==> src/rtl/prefix_sum_stage.sv <==
// Final registered stage of the 32-bit prefix adder: forms sum and flags from the tree's
// propagate/carry vectors and hands them downstream through a 2-entry skid buffer.
module prefix_sum_stage #(
  parameter int unsigned WIDTH = 32,
  parameter int unsigned TAG_W = 5
) (
  input  logic             clk,
  input  logic             rst,
  input  logic             in_valid,
  output logic             in_ready,
  input  logic [WIDTH-1:0] p_in,
  input  logic [WIDTH-1:0] gc_in,
  input  logic             c0,
  input  logic [TAG_W-1:0] tag_in,
  output logic             out_valid,
  input  logic             out_ready,
  output logic [WIDTH-1:0] sum,
  output logic             cout,
  output logic             ovf,
  output logic             neg,
  output logic             zero,
  output logic [TAG_W-1:0] tag_out
);

  typedef struct packed {
    logic [TAG_W-1:0] tag;
    logic             cout;
    logic             ovf;
    logic             neg;
    logic             zero;
    logic [WIDTH-1:0] sum;
  } payload_t;

  typedef enum logic [1:0] {StEmpty, StOne, StFull} state_e;

  state_e   state_q, state_d;
  payload_t or_q, or_d;
  payload_t sk_q, sk_d;
  payload_t pay;
  logic     in_ready_q, in_ready_d;
  logic     accept, xfer;
  logic [WIDTH-1:0] carry_in, s;

  // Flags are derived from the same payload they travel with.
  always_comb begin
    carry_in = {gc_in[WIDTH-2:0], c0};
    s        = p_in ^ carry_in;
    pay.tag  = tag_in;
    pay.cout = gc_in[WIDTH-1];
    pay.ovf  = gc_in[WIDTH-1] ^ gc_in[WIDTH-2];
    pay.neg  = s[WIDTH-1];
    pay.zero = ~|s;
    pay.sum  = s;
  end

  always_ff @(posedge clk) begin
    if (rst) begin
      state_q    <= StEmpty;
      or_q       <= '0;
      sk_q       <= '0;
      in_ready_q <= 1'b1;
    end else begin
      state_q    <= state_d;
      or_q       <= or_d;
      sk_q       <= sk_d;
      in_ready_q <= in_ready_d;
    end
  end

  assign accept = in_valid & in_ready_q;
  assign xfer   = out_valid & out_ready;

  always_comb begin
    state_d = state_q;
    or_d    = or_q;
    sk_d    = sk_q;
    unique case (state_q)
      StEmpty: begin
        if (accept) begin
          or_d    = pay;
          state_d = StOne;
        end
      end
      StOne: begin
        if (accept && xfer) begin
          or_d = pay;
        end else if (accept) begin
          sk_d    = pay;
          state_d = StFull;
        end else if (xfer) begin
          state_d = StEmpty;
        end
      end
      StFull: begin
        // in_ready is low here, so only the drain path applies.
        if (xfer) begin
          or_d    = sk_q;
          state_d = StOne;
        end
      end
      default: state_d = StEmpty;
    endcase
    in_ready_d = (state_d != StFull);
  end

  always_comb begin
    out_valid = (state_q != StEmpty);
    in_ready  = in_ready_q;
    sum       = or_q.sum;
    cout      = or_q.cout;
    ovf       = or_q.ovf;
    neg       = or_q.neg;
    zero      = or_q.zero;
    tag_out   = or_q.tag;
  end

endmodule

==> config.mk <==
export PLATFORM = sky130hd
export DESIGN_NAME = prefix_sum_stage
export DESIGN_NICKNAME = d
export VERILOG_FILES = /design/src/rtl/prefix_sum_stage.sv
export SDC_FILE = /design/constraint.sdc
export NUM_CORES = 1
export LEC_CHECK = 0
export CELL_PAD_IN_SITES_DETAIL_PLACEMENT = 1
export CELL_PAD_IN_SITES_GLOBAL_PLACEMENT = 2
export CORE_MARGIN = 2
export CORE_UTILIZATION = 27
export CTS_CLUSTER_DIAMETER = 80
export DETAILED_ROUTE_END_ITERATION = 8
export PLACE_DENSITY = 0.84
export SLEW_MARGIN = 20
export SYNTH_ARGS = -nofsm -noshare
export SYNTH_HDL_FRONTEND = slang
export SYNTH_SLANG_ARGS = --single-unit
export TNS_END_PERCENT = 30
==> constraint.sdc <==
create_clock -name clk -period 1.6 [get_ports clk]
set_input_delay 0.16 -clock clk [delete_from_list [all_inputs] [get_ports clk]]
set_output_delay 0.16 -clock clk [all_outputs]
set_load 0.05 [all_outputs]
==> results.yml <==
global_routing:
  first_global_vias: 3578
  antenna_found_initial: 0
  overflow: 0
  grt.busiest_layer: "met2"
  track_usage: 0.150
  grt_use_met2: 0.268
  met1_usage: 0.174
  grt_max_degree: 60
  grt_pass1_wl_um: 17300
  grtUsageMet3: 0.0434
sta:
  worst_pin_slew_ns: 0.373
  fin_crit_sh: 0.942
  rsz0062_at_grt: "yes"
  setup-tns-final_ns: 0
  max_freq_mhz: 664
  relSlewSlack: 0.750
  drv_slew: 0
  finalHoldViolCount: 0
  finalClockSkew_ns: 0.00544
  setup_viol: 0
  fin_crit_ns: 1.51
routing:
  drtIter0Drc: 133
  vias: 3451
  viasPerCell: 4.70
  drc_errors: 0
  drtAntennaViolNets: 0
  first_pass_iters: 4
  routed_wl_um: 10400
  wl_per_cell_um: 14.2
worst_hold_path:
  whs_path_depth: 2
  min_path_type: "in -> reg"
  min_to: "sum[22]"
  hp-start: "rst"
power:
  powerDensity_nw_per_um2: 1050
  p_leak_nw: 2.16
  p_switching_mw: 1.69
  irDropWorstVdd_v: 0.000521
  p_int_mw: 4.03
  power_frac_seq: 0.399
  comb_power_share: 0.244
  clock_power_share: 0.356
  p_sw_frac: 0.295
clocking:
  numCtsBuffers: 9
  clk_latency_ns: 0.33
  htreeDepth: 3
  root_buffer: "clkbuf_16"
  clkSlewWorstSetupHoldPaths_ns: 0.06
  cts_tree: "yes"
  clock_sinks: 83
  cts_buffer_depth: 2
synth:
  ys_types: 32
  synth_ff_type: "dfxtp_1"
  syn_inst: 421
  ys_warn_count: 0
  ys_async_sr_fraction: 0
  syn_area_per_cell_um2: 8.74
  synth_enable_flop_cells: 0
  yosysSeqAreaShare: 0.452
  netlist_area_um2: 3680
  synth_fp_nets: 495
  ys_seq_elements: 83
worst_setup_path:
  path_max_fanout: 20
  worstSetupPathType: "reg -> reg"
  r2r_end: "sum[22]"
  critPathRequiredTime_ns: 1.88
  crit_arrival_ns: 1.78
  ff2ff_path_depth: 6
  start_kind: "register"
  r2r_slack_ns: 0.09
  endpoint_kind: "register"
  reg2reg_from: "in_ready"
final_layout:
  diodes: 0
  fillers: 1541
  fin_nets: 628
  multi_input_area_um2: 1850
  fin_cells: 735
  layout-drive-gt1-share: 0.224
  syn_to_final_growth_pct: 48.5
  seqCellArea_um2: 1670
floorplan:
  dieWidth_um: 121
  fp.dieArea_um2: 14600
  start_util: 0.277
  core_um2: 13300
  die_y_um: 121
  core.rowCount: 42
  ios: 117
placed_design:
  place_inst: 719
  place_hpwl_um: 7630
  io_buffers: 116
  place_congestion: 0.734
flow_run:
  cap_viol_max_count: 0
outcome:
  outcome: "completed"
[sequential cells by signal, indices dropped and copies added (netlist names)]
signal / cells
cout: 1
in_ready: 1
ovf: 1
neg: 1
tag_out: 5
state_q: 2
sum: 31
sk_q: 40
zero: 1
[metal layers]
layer / up-vias / wire length (µm)
li1: 1735 / -
met1: 1638 / 4470
met2: 69 / 5370
met3: 9 / 500
met4: 0 / 104
met5: - / 0
[synthesized netlist by cell type, types with 2 or more instances]
library cell,instances,area share
nor2_1,109,0.11
dfxtp_1,83,0.45
a211oi_1,68,0.14
a21oi_1,41,0.056
xnor2_1,33,0.079
nand2_1,14,0.014
buf_2,11,0.015
clkbuf_1,11,0.011
buf_6,8,0.024
nand4_1,8,0.014
mux2i_1,7,0.019
a211oi_2,4,0.014
buf_4,4,0.0082
nand3b_1,2,0.0041
[critical path, stage by stage (launching register included)]
cell and delay [ns]:
dfxtp_4 0.35, nand2_1 0.12, o31a_4 0.39, buf_4 0.22, a211oi_1 0.22, a21oi_1 0.07
nor2_1 0.08
[power groups by stage]
stage	clock [mW]	combinational (mW)	sequential (mW)
global placement	0	1.36	2.32
floorplan	0	0.521	2.61
finish	2.04	1.40	2.28
detailed placement	0	1.39	2.33
CTS	2.11	1.40	2.28
global route	2.22	1.51	2.30
[logic make-up (layout without fill, tap and decap cells)]
logic type,after synthesis,in the layout,synth area share
flip-flops,83,83,0.452
buffers and inverters,36,174,0.0609
multiplexers,7,7,0.0190
XOR/XNOR,33,33,0.0786
AND/OR/NAND/NOR,144,144,0.167
AO/OA/AOI/OAI,118,118,0.222
[through the flow]
stage	power [mW]	cell area, µm²	hold slack (ns)	setup slack [ns]	util
after floorplan	3.13	3680	0.278	0.0639	-
after global placement	3.68	5100	0.443	-0.369	0.384
after detailed placement	3.72	5100	0.456	-0.434	0.384
after CTS	5.80	5410	0.204	0.000543	0.407
after global routing	6.02	5460	0.229	-0.00148	0.411
final	5.72	5460	0.211	0.0932	0.411
[cell usage in the layout, fill, tap and decap left out, types with 5 or more instances in the layout]
master,instances
nand4_1,8
a21oi_1,41
dfxtp_1,81
nand2_1,14
buf_4,79
a211oi_1,65
xnor2_2,5
buf_12,5
clkdlybuf4s50_1,72
xnor2_1,28
a211oi_2,7
nor2_1,109
mux2i_1,7
clkbuf_16,9
[cell type report]
type / instances / area share
clock buffer: 13 / 0.0513
clock inverter: 3 / 0.00344
inverter: 1 / 0.000687
multi-input combinational: 302 / 0.339
sequential: 83 / 0.305
tap: 176 / 0.0403
timing repair buffer: 157 / 0.260
[worst max-delay path by stage]
stage                    from  endpoint  slack, ns  cells after the start
finish               in_ready   sum[22]       0.09                      6
global route         in_ready   sum[22]     -0.001                      6
CTS                 gc_in[12]  sk_q[32]     0.0005                      7
detailed placement  gc_in[12]  sk_q[32]      -0.43                      7
global placement    gc_in[12]  sk_q[32]      -0.37                      7
floorplan            in_ready       neg       0.06                      6
[what timing repair did]
item | CTS | global route
hold buffers | 0 | 0
setup endpoints to repair | 1 | 7
setup buffers | 0 | 0
resized for setup | 1 | 9
No activity file was read; power rests on OpenSTA's default activity.
